`config.mk`:
```
export PLATFORM = sky130hd
export DESIGN_NAME = bgd_tile_controller
export DESIGN_NICKNAME = d
export VERILOG_FILES = /design/src/rtl/bgd_tile_controller.sv
export SDC_FILE = /design/constraint.sdc
export NUM_CORES = 1
export LEC_CHECK = 0
export CAP_MARGIN = 20
export CORE_MARGIN = 2
export CORE_UTILIZATION = 32
export DETAILED_ROUTE_END_ITERATION = 12
export DONT_BUFFER_PORTS = 1
export GPL_ROUTABILITY_DRIVEN = 0
export PLACE_DENSITY = 0.55
export SKIP_CTS_REPAIR_TIMING = 1
export SLEW_MARGIN = 40
export SYNTH_ARGS = -nofsm -noshare
export SYNTH_HDL_FRONTEND = slang
export SYNTH_SLANG_ARGS = --single-unit
```
`constraint.sdc`:
```
create_clock -name clk -period 7 [get_ports clk]
set_clock_uncertainty 0.15 [all_clocks]
set_input_delay 1.05 -clock clk [delete_from_list [all_inputs] [get_ports clk]]
set_output_delay 1.05 -clock clk [all_outputs]
set_load 0.01 [all_outputs]
```
`src/rtl/bgd_tile_controller.sv`:
```
// Background tile grid controller.
// Tracks which tiles of a COLS x ROWS grid of 32x32 tiles are still alive,
// tells the drawing path whether the current pixel sits on a live tile (and
// where inside the tile), and applies collision kills / full restores only at
// frame boundaries so the picture never changes mid-frame.
module bgd_tile_controller #(
    parameter int TOP_LEFT_X = 0,
    parameter int TOP_LEFT_Y = 352,
    parameter int COLS       = 20,
    parameter int ROWS       = 4
) (
    input  logic        clk,
    input  logic        resetN,
    input  logic [10:0] pixelX,
    input  logic [10:0] pixelY,
    input  logic        startOfFrame,
    input  logic        hitReq,
    input  logic        restoreAll,
    output logic [10:0] offsetX,
    output logic [10:0] offsetY,
    output logic        insideRectangle,
    output logic [6:0]  tilesLeft,
    output logic        allCleared
);

    localparam int NUM_TILES = COLS * ROWS;

    localparam logic [11:0] X_LO        = 12'(TOP_LEFT_X);
    localparam logic [11:0] Y_LO        = 12'(TOP_LEFT_Y);
    localparam logic [11:0] GRID_W      = 12'(32 * COLS);
    localparam logic [11:0] GRID_H      = 12'(32 * ROWS);
    localparam logic [11:0] COLS_W      = 12'(COLS);
    localparam logic [6:0]  TOTAL_TILES = 7'(NUM_TILES);

    localparam logic [NUM_TILES-1:0] ONE_HOT  = {{(NUM_TILES-1){1'b0}}, 1'b1};
    localparam logic [NUM_TILES-1:0] ALL_LIVE = {NUM_TILES{1'b1}};

    // Number of set bits in a tile map, clamped to the grid size.
    function automatic logic [6:0] count_live(input logic [NUM_TILES-1:0] map);
        logic [7:0] cnt;
        cnt = 8'd0;
        for (int i = 0; i < NUM_TILES; i++) begin
            cnt = cnt + {7'd0, map[i]};
        end
        if (cnt > {1'b0, TOTAL_TILES}) begin
            return TOTAL_TILES;
        end else begin
            return cnt[6:0];
        end
    endfunction

    // State and registered outputs
    logic [NUM_TILES-1:0] active_q, active_d;
    logic [NUM_TILES-1:0] pending_q, pending_d;
    logic                 restore_q, restore_d;
    logic                 inside_q, inside_d;
    logic [10:0]          offset_x_q, offset_x_d;
    logic [10:0]          offset_y_q, offset_y_d;
    logic [6:0]           tiles_left_q, tiles_left_d;

    // Pixel decode signals
    logic [12:0]          dx_s, dy_s;
    logic                 in_grid_s;
    logic [11:0]          col_s, row_s, idx_s;
    logic [NUM_TILES-1:0] tile_mask_s;
    logic                 tile_live_s;
    logic                 tile_pending_s;
    logic                 hit_ok_s;

    // Locate the current pixel in the grid; a borrow out of the 13-bit
    // difference means the pixel lies left of / above the grid.
    always_comb begin
        dx_s      = {2'b00, pixelX} - {1'b0, X_LO};
        dy_s      = {2'b00, pixelY} - {1'b0, Y_LO};
        in_grid_s = !dx_s[12] && (dx_s[11:0] < GRID_W) &&
                    !dy_s[12] && (dy_s[11:0] < GRID_H);
        col_s     = {5'd0, dx_s[11:5]};
        row_s     = {5'd0, dy_s[11:5]};
        idx_s     = row_s * COLS_W + col_s;
        if (in_grid_s) begin
            tile_mask_s = ONE_HOT << idx_s;
        end else begin
            tile_mask_s = '0;
        end
        tile_live_s    = |(active_q & tile_mask_s);
        tile_pending_s = |(pending_q & tile_mask_s);
        hit_ok_s       = hitReq && tile_live_s && !tile_pending_s;
    end

    // Next-state: record hits as pending kills, commit or restore at frame start.
    always_comb begin
        active_d     = active_q;
        pending_d    = pending_q;
        restore_d    = restore_q;
        tiles_left_d = tiles_left_q;
        if (startOfFrame) begin
            // Commit uses the pre-hit pending map; a coincident hit starts the
            // new frame's pending map, a coincident restore waits a frame.
            if (restore_q) begin
                active_d = ALL_LIVE;
            end else begin
                active_d = active_q & ~pending_q;
            end
            if (hit_ok_s) begin
                pending_d = tile_mask_s;
            end else begin
                pending_d = '0;
            end
            restore_d    = restoreAll;
            tiles_left_d = count_live(active_d);
        end else begin
            if (hit_ok_s) begin
                pending_d = pending_q | tile_mask_s;
            end else begin
                pending_d = pending_q;
            end
            if (restoreAll) begin
                restore_d = 1'b1;
            end else begin
                restore_d = restore_q;
            end
        end
    end

    // Next values of the pixel-path outputs; offsets forced to 0 off live tiles.
    always_comb begin
        inside_d = tile_live_s;
        if (tile_live_s) begin
            offset_x_d = {6'd0, dx_s[4:0]};
            offset_y_d = {6'd0, dy_s[4:0]};
        end else begin
            offset_x_d = 11'd0;
            offset_y_d = 11'd0;
        end
    end

    // All state and registered outputs; reset revives every tile and drops
    // any pending kills or restore request.
    always_ff @(posedge clk or negedge resetN) begin
        if (!resetN) begin
            active_q     <= ALL_LIVE;
            pending_q    <= '0;
            restore_q    <= 1'b0;
            inside_q     <= 1'b0;
            offset_x_q   <= 11'd0;
            offset_y_q   <= 11'd0;
            tiles_left_q <= TOTAL_TILES;
        end else begin
            active_q     <= active_d;
            pending_q    <= pending_d;
            restore_q    <= restore_d;
            inside_q     <= inside_d;
            offset_x_q   <= offset_x_d;
            offset_y_q   <= offset_y_d;
            tiles_left_q <= tiles_left_d;
        end
    end

    assign offsetX         = offset_x_q;
    assign offsetY         = offset_y_q;
    assign insideRectangle = inside_q;
    assign tilesLeft       = tiles_left_q;
    assign allCleared      = (tiles_left_q == 7'd0);

endmodule

```
==> results.cfg <==
[outcome]
outcome = finished, final reports clean

[drt]
viasPerCell = 5.76
routed-via-count = 11000
ant_nets = 0
drc = 0
mean_routed_wirelength_per_cell_um = 24.6
total_wirelength_mm = 47.0
drt_first_pass_iters = 5
first_iter_violations = 1506

[synth]
synth-edff-count = 0
avgSynthCellArea_um2 = 9.54
post_synth_inst_count = 1357
synth_top_flop_cell = dfrtp_1
ys_warn_count = 0
ys_seq_elements = 179
ys_async_sr_fraction_pct = 100
syn_area_mm2 = 0.0129
synth_top_cell_area_share_pct = 18.7
yosys-top-cells-area = dfrtp_1 (19%), dfstp_2 (17%), fa_1 (11%)
yosysSeqAreaShare_pct = 35.4
synth_largest_area_cell = dfrtp_1
synth.lib_cells_used.distinct = 94

[cts]
clkLatencyLatePin_ns = 0.47
clock-root-buffer = clkbuf_16
htreeDepth = 4
clock_tree_from_tritoncts = done
cts_max_path_buffers = 2
cts.sinks = 179
clk_pin_slew_worst_paths_ns = 0.07
tritoncts.num_buffers = 17

[timing]
max_slew.worst_pin.slew_ns = 0.867
timing_max_transition_violations_final = 0
final.hold.worst_slack_ns = 0.150
post-route-period-util_pct = 99.8
finalHoldViolations = 0
finalSetupViolCount = 0
rsz0062_at_grt = yes
fin_ws_ns = 0.0114
finalSetupTns_ns = 0
final_min_period_ns = 6.99
timing.max_slew.rel_slack_pct = 40.7
maxClockFrequency_ghz = 0.143

[floorplanning]
core_mm2 = 0.0398
io_pins = 58
effective_utilization_at_floorplan_pct = 32.5
die_area_mm2 = 0.0421
std_cell_rows = 73
vertical_extent_of_the_die_um = 205
floorplan.die.width_um = 205

[cells_and_area]
fillCellCount = 4019
antenna_cells = 0
finish.net_count = 1500
p_r_area_growth_vs_syn_pct = 12.4
drive_gt1_share_pct = 22.9

[critical_path]
r2r_end = tilesLeft[4]$_DFFE_PN1P_
cp_data_required_time_ns = 7.25
reg2reg_slack_ns = 0.01
crit_path_end_kind = flop
critical_path.startpoint = restore_q$_DFFE_PN0P_
critical_path.reg2reg.startpoint = restore_q$_DFFE_PN0P_
cp-start-kind = flop
timing.reg2reg.worst_path_depth = 26
crit_arrival_ns = 7.24
crit_path_max_fanout = 5
criticalPathCategory = reg2reg

[power]
clockPowerShare_pct = 35.0
netSwitchingFraction_pct = 36.9
total_leakage_power_nw = 5.36
power-per-cell-area_mw_per_mm2 = 194
overall_power_consumption_mw = 2.83
net-switching-power_mw = 1.04
share_seq_of_total_power_pct = 36.7
max-vdd-ir-drop_v = 0.000102
comb_power_share_pct = 28.3
internal_power_mw = 1.78

[run]
timing.max_cap.violations = 0

[placement]
io_buffers = 0
hpwlAfterDp_mm = 34.6
dp_slack_ns = -0.188

[global_routing]
first_pass_grt_wire_length_mm = 70.7
number_of_antenna_violations_at_the_first_check_in_global_routing = 1
grt_start_max_net_pins = 180
via_count_of_the_first_global_routing_pass = 11009
grt_util_all_layers_pct = 22.7
overflow = 0

[min_path]
worst_hold_path_type = in2async
stage by stage:
| stage | std cells | area (um2) | util (%) |
|---|---|---|---|
| floorplan | 1368 | 13000 | - |
| global placement | 1874 | 13800 | 34.7 |
| detailed placement | 1874 | 13800 | 34.8 |
| CTS | 1906 | 14400 | 36.2 |
| global route | 1910 | 14600 | 36.6 |
| finish | 1910 | 14600 | 36.6 |
cells in the final DEF, fill, tap and decap left out, types with 10 or more instances in the layout:
cell	n
nand2_1	120
mux2i_1	17
dfrtp_1	96
dfstp_2	82
o41ai_1	13
a31oi_1	12
nand4_1	12
conb_1	12
and3_1	11
o21ai_0	16
inv_1	158
mux2_2	45
nor3_1	27
nand3_1	39
fa_1	69
nor2b_1	15
clkbuf_16	17
nor2_1	58
a21o_1	48
buf_4	84
a21oi_1	90
a22oi_1	17
o211ai_1	10
o32ai_1	33
a21oi_2	13
o31ai_1	39
ha_1	29
registers in the layout (all words and copies together) (netlist names):
signal and flops:
active_q 80, pending_q 80, tilesLeft 7, offsetX 5, offsetY 5, insideRectangle 1
restore_q 1
cells in the mapped netlist (11+ instances only):
| library cell | n |
|---|---|
| mux2i_1 | 17 |
| buf_1 | 11 |
| mux2_2 | 45 |
| nor2_1 | 59 |
| a21oi_1 | 103 |
| fa_1 | 71 |
| a31oi_1 | 12 |
| clkbuf_1 | 48 |
| o31ai_1 | 39 |
| inv_1 | 165 |
| nand4_1 | 12 |
| dfstp_2 | 82 |
| o21ai_0 | 16 |
| o32ai_1 | 33 |
| buf_4 | 17 |
| nand3_1 | 39 |
| nor3_1 | 27 |
| dfrtp_1 | 97 |
| ha_1 | 30 |
| a22oi_1 | 17 |
| o41ai_1 | 13 |
| a21o_1 | 48 |
| buf_2 | 26 |
| and3_1 | 11 |
| nand2_1 | 121 |
| nor2b_1 | 17 |
logic make-up (layout without fill, tap and decap cells):
kind of cell	after synthesis	after routing	synth area share (%)
other cells	1	12	0.0290
fa+ha+maj	101	101	13.9
simple gates	349	349	13.7
flops	179	179	35.4
compound gates	372	372	20.9
buf+inv	272	289	8.80
mux	64	64	5.52
xor+xnor	19	19	1.72
worst max path at each step:
stage	to	slack, ns	cells past startpoint
CTS	tilesLeft[0]$_DFFE_PN0P_	-0.23	25
floorplan	tilesLeft[0]$_DFFE_PN0P_	0.02	27
finish	tilesLeft[4]$_DFFE_PN1P_	0.01	26
global placement	tilesLeft[1]$_DFFE_PN0P_	-0.13	25
detailed placement	tilesLeft[0]$_DFFE_PN0P_	-0.19	25
global route	tilesLeft[4]$_DFFE_PN1P_	-0.15	26
power groups by stage:
stage | clock (mW) | combinational [mW] | sequential, mW
global placement | 0 | 0.760 | 1.06
finish | 0.989 | 0.802 | 1.04
floorplan | 0 | 0.538 | 1.06
detailed placement | 0 | 0.764 | 1.06
global route | 1.05 | 0.833 | 1.04
CTS | 1.01 | 0.767 | 1.04
final cells by class:
type                       instances  area [um2]  area share, %
multi-input combinational        917        7380           50.7
inverter                         167         629           4.32
clock inverter                    14         148           1.01
tap                              525         657           4.51
timing repair buffer              90         728           5.00
clock buffer                      18         429           2.95
sequential                       179        4580           31.5
critical path: stages (launching register included):
cell,delay [ns]
dfrtp_2,0.44
buf_12,0.15
buf_6,0.11
a21o_1,0.17
fa_1,0.49
fa_1,0.53
inv_2,0.05
fa_1,0.51
inv_2,0.04
fa_1,0.59
inv_2,0.06
fa_1,0.56
inv_2,0.04
fa_1,0.51
fa_1,0.43
fa_1,0.52
ha_2,0.19
inv_2,0.04
fa_2,0.34
inv_2,0.06
a21oi_2,0.04
o21bai_1,0.21
xor2_1,0.20
nand2_1,0.08
a21o_1,0.16
nand2_2,0.10
o22a_1,0.15
per-layer routing:
layer | share of wire, % | track usage (%)
met2 | 44 | 33.7
met3 | 9.4 | 6.06
met1 | 43 | 31.3
met5 | 0 | 0
met4 | 4.0 | 9.33
Note: power is estimated with default switching activity, not from simulation.
